==> config.mk <==
export PLATFORM = sky130hd
export DESIGN_NAME = fft8_stream_pipe
export DESIGN_NICKNAME = d
export VERILOG_FILES = /design/src/rtl/fft8_pkg.sv /design/src/rtl/fft8_bfly2.sv /design/src/rtl/fft8_stream_pipe.sv
export SDC_FILE = /design/constraint.sdc
export NUM_CORES = 2
export LEC_CHECK = 0
export ABC_AREA = 1
export BUFFER_PORTS_ARGS = -buffer_cell sky130_fd_sc_hd__buf_2
export CORE_MARGIN = 1
export CORE_UTILIZATION = 30
export DETAILED_ROUTE_END_ITERATION = 10
export PLACE_DENSITY = 0.51
export SYNTH_ARGS = -nofsm -noshare
export SYNTH_HDL_FRONTEND = slang
export SYNTH_SLANG_ARGS = --single-unit
==> constraint.sdc <==
create_clock -name clk -period 7.7 [get_ports clk]
set_input_delay 0.77 -clock clk [delete_from_list [all_inputs] [get_ports clk]]
set_output_delay 0.77 -clock clk [all_outputs]
set_load 0.01 [all_outputs]
==> src/rtl/fft8_pkg.sv <==
// fft8_pkg: shared constants, types and helpers for the 8-point FFT pipe.
// Holds the stage growth offsets and the 1/sqrt(2) twiddle constant.
package fft8_pkg;

  localparam int STG1_GROW  = 1;
  localparam int STG2_GROW  = 2;
  localparam int STG3_GROW  = 4;
  localparam int CPLX_MAX_W = 32;

  typedef struct packed {
    logic signed [CPLX_MAX_W-1:0] re;
    logic signed [CPLX_MAX_W-1:0] im;
  } cplx_t;

  // round(0.70710678 * 2^(tw_w-1)) using a 2^30-scaled integer ratio
  function automatic int tw_const(input int tw_w);
    longint p;
    p = longint'(759250125) << (tw_w - 1);
    p = p + (longint'(1) << 29);
    return int'(p >>> 30);
  endfunction

endpackage

==> src/rtl/fft8_bfly2.sv <==
// fft8_bfly2: complex add/subtract butterfly, one bit of growth.
// Inputs are sign-extended before the add so nothing wraps.
module fft8_bfly2
  import fft8_pkg::*;
#(
  parameter int W = 8
) (
  input  logic signed [W-1:0] a_re,
  input  logic signed [W-1:0] a_im,
  input  logic signed [W-1:0] b_re,
  input  logic signed [W-1:0] b_im,
  output logic signed [W:0]   s_re,
  output logic signed [W:0]   s_im,
  output logic signed [W:0]   d_re,
  output logic signed [W:0]   d_im
);

  // sum and difference at full width
  always_comb begin
    s_re = (W+1)'(a_re) + (W+1)'(b_re);
    s_im = (W+1)'(a_im) + (W+1)'(b_im);
    d_re = (W+1)'(a_re) - (W+1)'(b_re);
    d_im = (W+1)'(a_im) - (W+1)'(b_im);
  end

endmodule

==> src/rtl/fft8_stream_pipe.sv <==
// fft8_stream_pipe: 3-stage 8-point radix-2 DIT FFT/IFFT, valid/ready.
// Define FFT8_ROUND_EN for round-half-up on the W8^1/W8^3 products.
module fft8_stream_pipe
  import fft8_pkg::*;
#(
  parameter int DATA_W = 8,
  parameter int TW_W   = 16,
  parameter int TAG_W  = 4
) (
  input  logic                                 clk,
  input  logic                                 reset,
  input  logic                                 s_valid,
  output logic                                 s_ready,
  input  logic [8*DATA_W-1:0]                  s_data_re,
  input  logic [8*DATA_W-1:0]                  s_data_im,
  input  logic                                 s_inv,
  input  logic [TAG_W-1:0]                     s_tag,
  output logic                                 m_valid,
  input  logic                                 m_ready,
  output logic [8*(DATA_W+STG3_GROW)-1:0]      m_data_re,
  output logic [8*(DATA_W+STG3_GROW)-1:0]      m_data_im,
  output logic                                 m_inv,
  output logic [TAG_W-1:0]                     m_tag
);

  localparam int OUT_W = DATA_W + STG3_GROW;
  localparam int W1    = DATA_W + STG1_GROW;
  localparam int W2    = DATA_W + STG2_GROW;
  localparam int WT    = W2 + 1;
  localparam int PW    = WT + TW_W;
  localparam logic signed [TW_W-1:0] C_TW = TW_W'(tw_const(TW_W));
`ifdef FFT8_ROUND_EN
  localparam logic signed [PW-1:0] RND = PW'(1) << (TW_W - 2);
`else
  localparam logic signed [PW-1:0] RND = '0;
`endif

  function automatic logic signed [WT-1:0] tw_mul(
    input logic signed [WT-1:0] t
  );
    logic signed [PW-1:0] p;
    p = PW'(t) * PW'(C_TW) + RND;
    p = p >>> (TW_W - 1);
    return p[WT-1:0];
  endfunction

  logic adv1, adv2, adv3;
  logic v1_q, v1_d, v2_q, v2_d, v3_q, v3_d;
  logic inv1_q, inv1_d, inv2_q, inv2_d, inv3_q, inv3_d;
  logic [TAG_W-1:0] tag1_q, tag1_d, tag2_q, tag2_d, tag3_q, tag3_d;

  logic signed [DATA_W-1:0] x_re [8];
  logic signed [DATA_W-1:0] x_im [8];
  logic signed [W1-1:0] st1_re [8];
  logic signed [W1-1:0] st1_im [8];
  logic signed [W1-1:0] s1_re_q [8];
  logic signed [W1-1:0] s1_re_d [8];
  logic signed [W1-1:0] s1_im_q [8];
  logic signed [W1-1:0] s1_im_d [8];
  logic signed [W1-1:0] b2_re [4];
  logic signed [W1-1:0] b2_im [4];
  logic signed [W2-1:0] st2_re [8];
  logic signed [W2-1:0] st2_im [8];
  logic signed [W2-1:0] s2_re_q [8];
  logic signed [W2-1:0] s2_re_d [8];
  logic signed [W2-1:0] s2_im_q [8];
  logic signed [W2-1:0] s2_im_d [8];
  logic signed [WT-1:0] e_re [4];
  logic signed [WT-1:0] e_im [4];
  logic signed [WT-1:0] oa [4];
  logic signed [WT-1:0] ob [4];
  logic signed [WT-1:0] o_re [4];
  logic signed [WT-1:0] o_im [4];
  logic signed [OUT_W-1:0] st3_re [8];
  logic signed [OUT_W-1:0] st3_im [8];
  logic signed [OUT_W-1:0] s3_re_q [8];
  logic signed [OUT_W-1:0] s3_re_d [8];
  logic signed [OUT_W-1:0] s3_im_q [8];
  logic signed [OUT_W-1:0] s3_im_d [8];

  // stall-collapsing ready chain: an empty stage always accepts
  assign adv3 = !v3_q | m_ready;
  assign adv2 = !v2_q | adv3;
  assign adv1 = !v1_q | adv2;

  // unpack input samples
  always_comb begin
    for (int n = 0; n < 8; n++) begin
      x_re[n] = s_data_re[n*DATA_W +: DATA_W];
      x_im[n] = s_data_im[n*DATA_W +: DATA_W];
    end
  end

  // stage 1 pairs in bit-reversed order: (0,4) (2,6) (1,5) (3,7)
  for (genvar g = 0; g < 4; g++) begin : g_st1
    localparam int I0 = (g % 2) * 2 + g / 2;
    fft8_bfly2 #(.W(DATA_W)) u_bf (
      .a_re(x_re[I0]),     .a_im(x_im[I0]),
      .b_re(x_re[I0+4]),   .b_im(x_im[I0+4]),
      .s_re(st1_re[2*g]),  .s_im(st1_im[2*g]),
      .d_re(st1_re[2*g+1]), .d_im(st1_im[2*g+1])
    );
  end

  // stage 2 operands: odd term rotated by -j (fwd) or +j (inv)
  always_comb begin
    for (int h = 0; h < 2; h++) begin
      b2_re[2*h] = s1_re_q[4*h+2];
      b2_im[2*h] = s1_im_q[4*h+2];
      if (inv1_q) begin
        b2_re[2*h+1] = -s1_im_q[4*h+3];
        b2_im[2*h+1] = s1_re_q[4*h+3];
      end else begin
        b2_re[2*h+1] = s1_im_q[4*h+3];
        b2_im[2*h+1] = -s1_re_q[4*h+3];
      end
    end
  end

  // stage 2: slots 0..3 hold E0..E3, slots 4..7 hold O0..O3
  for (genvar g = 0; g < 4; g++) begin : g_st2
    localparam int IA = 4 * (g / 2) + (g % 2);
    fft8_bfly2 #(.W(W1)) u_bf (
      .a_re(s1_re_q[IA]),  .a_im(s1_im_q[IA]),
      .b_re(b2_re[g]),     .b_im(b2_im[g]),
      .s_re(st2_re[IA]),   .s_im(st2_im[IA]),
      .d_re(st2_re[IA+2]), .d_im(st2_im[IA+2])
    );
  end

  // stage 3 operands: E extended, O multiplied by W8^k
  always_comb begin
    for (int k = 0; k < 4; k++) begin
      e_re[k] = WT'(s2_re_q[k]);
      e_im[k] = WT'(s2_im_q[k]);
      oa[k]   = WT'(s2_re_q[4+k]);
      ob[k]   = WT'(s2_im_q[4+k]);
    end
    o_re[0] = oa[0];
    o_im[0] = ob[0];
    if (inv2_q) begin
      o_re[1] = tw_mul(oa[1] - ob[1]);
      o_im[1] = tw_mul(oa[1] + ob[1]);
      o_re[2] = -ob[2];
      o_im[2] = oa[2];
      o_re[3] = tw_mul(-(oa[3] + ob[3]));
      o_im[3] = tw_mul(oa[3] - ob[3]);
    end else begin
      o_re[1] = tw_mul(oa[1] + ob[1]);
      o_im[1] = tw_mul(ob[1] - oa[1]);
      o_re[2] = ob[2];
      o_im[2] = -oa[2];
      o_re[3] = tw_mul(ob[3] - oa[3]);
      o_im[3] = tw_mul(-(oa[3] + ob[3]));
    end
  end

  // stage 3: X_k = E_k + W*O_k, X_k+4 = E_k - W*O_k
  for (genvar g = 0; g < 4; g++) begin : g_st3
    fft8_bfly2 #(.W(WT)) u_bf (
      .a_re(e_re[g]),     .a_im(e_im[g]),
      .b_re(o_re[g]),     .b_im(o_im[g]),
      .s_re(st3_re[g]),   .s_im(st3_im[g]),
      .d_re(st3_re[g+4]), .d_im(st3_im[g+4])
    );
  end

  // next state: each stage loads only when it advances
  always_comb begin
    v1_d = v1_q; inv1_d = inv1_q; tag1_d = tag1_q;
    v2_d = v2_q; inv2_d = inv2_q; tag2_d = tag2_q;
    v3_d = v3_q; inv3_d = inv3_q; tag3_d = tag3_q;
    s1_re_d = s1_re_q; s1_im_d = s1_im_q;
    s2_re_d = s2_re_q; s2_im_d = s2_im_q;
    s3_re_d = s3_re_q; s3_im_d = s3_im_q;
    if (adv1) begin
      v1_d = s_valid; inv1_d = s_inv; tag1_d = s_tag;
      s1_re_d = st1_re; s1_im_d = st1_im;
    end
    if (adv2) begin
      v2_d = v1_q; inv2_d = inv1_q; tag2_d = tag1_q;
      s2_re_d = st2_re; s2_im_d = st2_im;
    end
    if (adv3) begin
      v3_d = v2_q; inv3_d = inv2_q; tag3_d = tag2_q;
      s3_re_d = st3_re; s3_im_d = st3_im;
    end
  end

  // pipeline registers, synchronous reset clears everything
  always_ff @(posedge clk) begin
    if (reset) begin
      v1_q <= 1'b0; inv1_q <= 1'b0; tag1_q <= '0;
      v2_q <= 1'b0; inv2_q <= 1'b0; tag2_q <= '0;
      v3_q <= 1'b0; inv3_q <= 1'b0; tag3_q <= '0;
      s1_re_q <= '{default: '0}; s1_im_q <= '{default: '0};
      s2_re_q <= '{default: '0}; s2_im_q <= '{default: '0};
      s3_re_q <= '{default: '0}; s3_im_q <= '{default: '0};
    end else begin
      v1_q <= v1_d; inv1_q <= inv1_d; tag1_q <= tag1_d;
      v2_q <= v2_d; inv2_q <= inv2_d; tag2_q <= tag2_d;
      v3_q <= v3_d; inv3_q <= inv3_d; tag3_q <= tag3_d;
      s1_re_q <= s1_re_d; s1_im_q <= s1_im_d;
      s2_re_q <= s2_re_d; s2_im_q <= s2_im_d;
      s3_re_q <= s3_re_d; s3_im_q <= s3_im_d;
    end
  end

  // outputs come straight from stage 3
  always_comb begin
    s_ready = adv1;
    m_valid = v3_q;
    m_inv   = inv3_q;
    m_tag   = tag3_q;
    for (int k = 0; k < 8; k++) begin
      m_data_re[k*OUT_W +: OUT_W] = s3_re_q[k];
      m_data_im[k*OUT_W +: OUT_W] = s3_im_q[k];
    end
  end

endmodule

==> metrics.md <==
| Metric | Value |
|---|---|
| Worst path most repeated cell | inv_1 |
| Number of synthesized register bits | between 400 and 500 |
| Total wire length | between 150 and 200 mm |
| Total GRT Usage | roughly a fifth |
| HPWL Detailed | roughly 160 mm |
| Synth area leader | ha_1 |
| Vias in the first global route | roughly 47,000 |
| Clk sink count | a little under 500 |
| Met2 usage | between 30 and 40% |
| Gate Count Post-Synth | 7,253 |
| Largest family of logic cells by synthesized area | adder cells |
| Fraction of the mapped netlist area in adder cells | between 20% and 30% |
| Synth Area in Compound Gates | between 10% and 20% |
| Starting density of the core | a little under a third |
| Async S/R FF share, synth | 0% |
| Hold Path Class | primary input to flop |
| Die span in x | ~420 um |
| Fillers | about 19,000 |
| CP peak stage delay | around 0.58 ns |
| Dpl ws | -0.181 ns |
| Register area | approximately 9700 um2 |
| Port Buffers | 335 |
| Synth cell count leaders | 1,377 x inv_1, 999 x nand2_1, 901 x ha_1 |
| CTS Buffer Depth | 3 |
| Crit path max fanout | 5 |
| Num CTS Buffers | between 50 and 60 |
| Gr ovfl total | 0 |
| Period utilization | around 95% |
| Total placed cells including tap cells | roughly 10,000 |
| Hold Path Origin | s_valid |
| Core area | between 150,000 and 200,000 um2 |
| Startpoint types | flop |
| Crit. End Element | flop |
| Synth top area share | a little over a fifth |
| Hold Buf Count CTS | 0 |
| Initial DRC count | 2,828 |
| Final cell count without fillers | 10,200 |
| Root Buffer | clkbuf_16 |
| Avg WL per Cell | about 18 um |
| Worst skew pair latency | roughly 0.69 ns |
| Post-Synth Simple-Gate Area | 15.4% |
| R2R Path Start | oa[1] |
| Most Crowded Layer GR | met2 |
| Top-count cell post-synth | inv_1 |
| Pins Over Slew Limit | 0 |
| CP Class | flop to flop |
| Die ar. | 178,000 um2 |
| GR Layer Usage met3 | 1.92% |
| Fmax | 137 MHz |
| Vias/cell | ~4.7 |
| Pre-Repair DR Iteration Count | 6 |
| Initial antenna violation count | 10 |
| Slew of the pin with the lowest slew margin | 0.998 ns |
| Yosys Warn Count | 0 |
| Max-Cap Viols | 0 |
| PnR worst setup slack | 0.410 ns |
| Multi-input gate area | ~38,000 um2 |
| Avg Inst Size Synth | between 7 and 8 um2 |
| Critical path launch point | oa[1] |
| Die Span Y | between 400 and 500 um |
| Layout net count | just over 9,000 |
| Drt drc | 0 |
| Share of cells above drive strength 1 | 15.1% |
| CTS tree | built |
| Num ports | around 340 |
| Mapped Area | 52,800 um2 |
| # setup viols final | 0 |
| Top_reg_cell synth | dfxtp_1 |
| Final Hold Viols | 0 |
| CP max-delay cell | fa_1 |
| Worst EP arrival | 7.90 ns |
| Met1 Usage GRT | between 20% and 30% |
| Clk_skew | 0.0435 ns |
| Seq/Total Area, Yosys | 18.4% |
| Xor/xnor share of the synthesized area | ~6.9% |
| EDFF count, synth | 0 |
| GPL Wtd Cong | 0.912 |
| Worst-path clk slew | approximately 0.06 ns |
| Largest net degree at the start of global routing | between 100 and 150 |
| Syn Nets | between 8,000 and 9,000 |
| Final ANT Viol Nets | 0 |
| Synthesis-to-layout area growth | 19.1% |
| Worst slew margin | 33.5% |
| Status | completed |
| Post-synth cell types | 64 |
| RSZ-0062 raised after global routing | yes |
| Synth top area cells | ha_1 21%, dfxtp_1 18%, inv_1 9.8% |
| Vias | roughly 48,000 |
| H-tree depth | 2 |
| Rows | around 150 |
| First-pass GRT wire length | between 200 and 300 mm |
| Final setup TNS | 0 ns |
| Minimum clock period | about 7.3 ns |
| Post-synthesis mux area share | 0% |
| Worst Path Required | a little over 8 ns |
==> flip-flops by register name, indices dropped and copies added, names as in the netlist, 28 cells and up <==
register,count
oa,28
s1_im_q,51
e_re,38
m_data_re,90
s1_re_q,50
e_im,38
m_data_im,90
ob,28
==> placed cells by master (no fill, tap or decap), types with 10 or more instances in the layout <==
cell type and n:
a21o_1 23, a21oi_1 595, a21oi_2 43, a31oi_1 38
a31oi_2 11, buf_2 334, buf_4 400, clkbuf_1 10
clkbuf_16 59, clkinv_2 11, dfxtp_1 484, fa_1 211
ha_1 852, ha_4 40, inv_1 1366, inv_2 25
nand2_1 971, nand2_2 52, nand3_1 298, nand4_1 19
nor2_1 456, nor2_2 16, nor3_1 43, nor4_1 13
o211ai_1 58, o21a_1 12, o21ai_0 540, o21ai_1 44
o21ai_2 21, o21bai_1 132, o221ai_1 11, o31ai_1 33
or2_1 11, or2_2 28, xnor2_1 42, xor2_1 354
xor2_2 12
==> critical path, delay by kind of cell, from the launching register on <==
kind            cells  cell delay, ns
simple gates        9            0.85
compound gates      9            1.71
xor+xnor            3            0.49
buf+inv            10            0.89
flops               1            0.33
fa+ha+maj          10            2.99
==> final timing paths <==
kind | end | slack (ns) | cells after the start
hold / removal | v1_q | 0.33 | 2
setup / recovery | m_data_im[95] | 0.41 | 41
setup reg to reg | m_data_im[95] | 0.41 | 41
hold reg to reg | m_data_re[35] | 0.46 | 2
==> layer usage <==
metal / vias to the layer above / wire (um)
li1: 24400 / -
met4: 6 / 5910
met5: - / 39
met2: 738 / 88200
met3: 199 / 6040
met1: 22500 / 86100
==> through the flow <==
stage / util, % / hold slack, ns / cell area (um2)
6_report: 36.1 / 0.327 / 62800
5_1_grt: 36.1 / 0.312 / 62800
4_1_cts: 35.2 / 0.278 / 61300
3_5_place_dp: 34.0 / 0.454 / 59200
3_3_place_gp: 34.0 / 0.456 / 59200
2_1_floorplan: - / 0.444 / 52800
==> layout make-up <==
cell class              instances  area share, %
multi-input cells            5112           60.6
inverters                    1399           8.39
clock buffers                  78           2.61
well taps                    2325           4.63
clock inverters                33          0.667
flip-flops and latches        486           15.5
diodes                          1        0.00398
repair buffers                740           7.58
==> cells by family after synthesis <==
family / count (synthesis)
and+or+nand+nor: 1947
buffers and inverters: 1655
AOI/OAI and AO/OA: 1634
adders and majority gates: 1117
DFF: 486
xor gates and xnor gates: 414
==> what timing repair did <==
| item | CTS | global route |
|---|---|---|
| setup buffers | 2 | 16 |
| resized for setup | 16 | 277 |
| endpoints found under the setup margin | 22 | 68 |
| pin swaps | 2 | 92 |
Power is not shown: default switching activity piles up to over one toggle a cycle in this logic, so the estimate is an artifact.
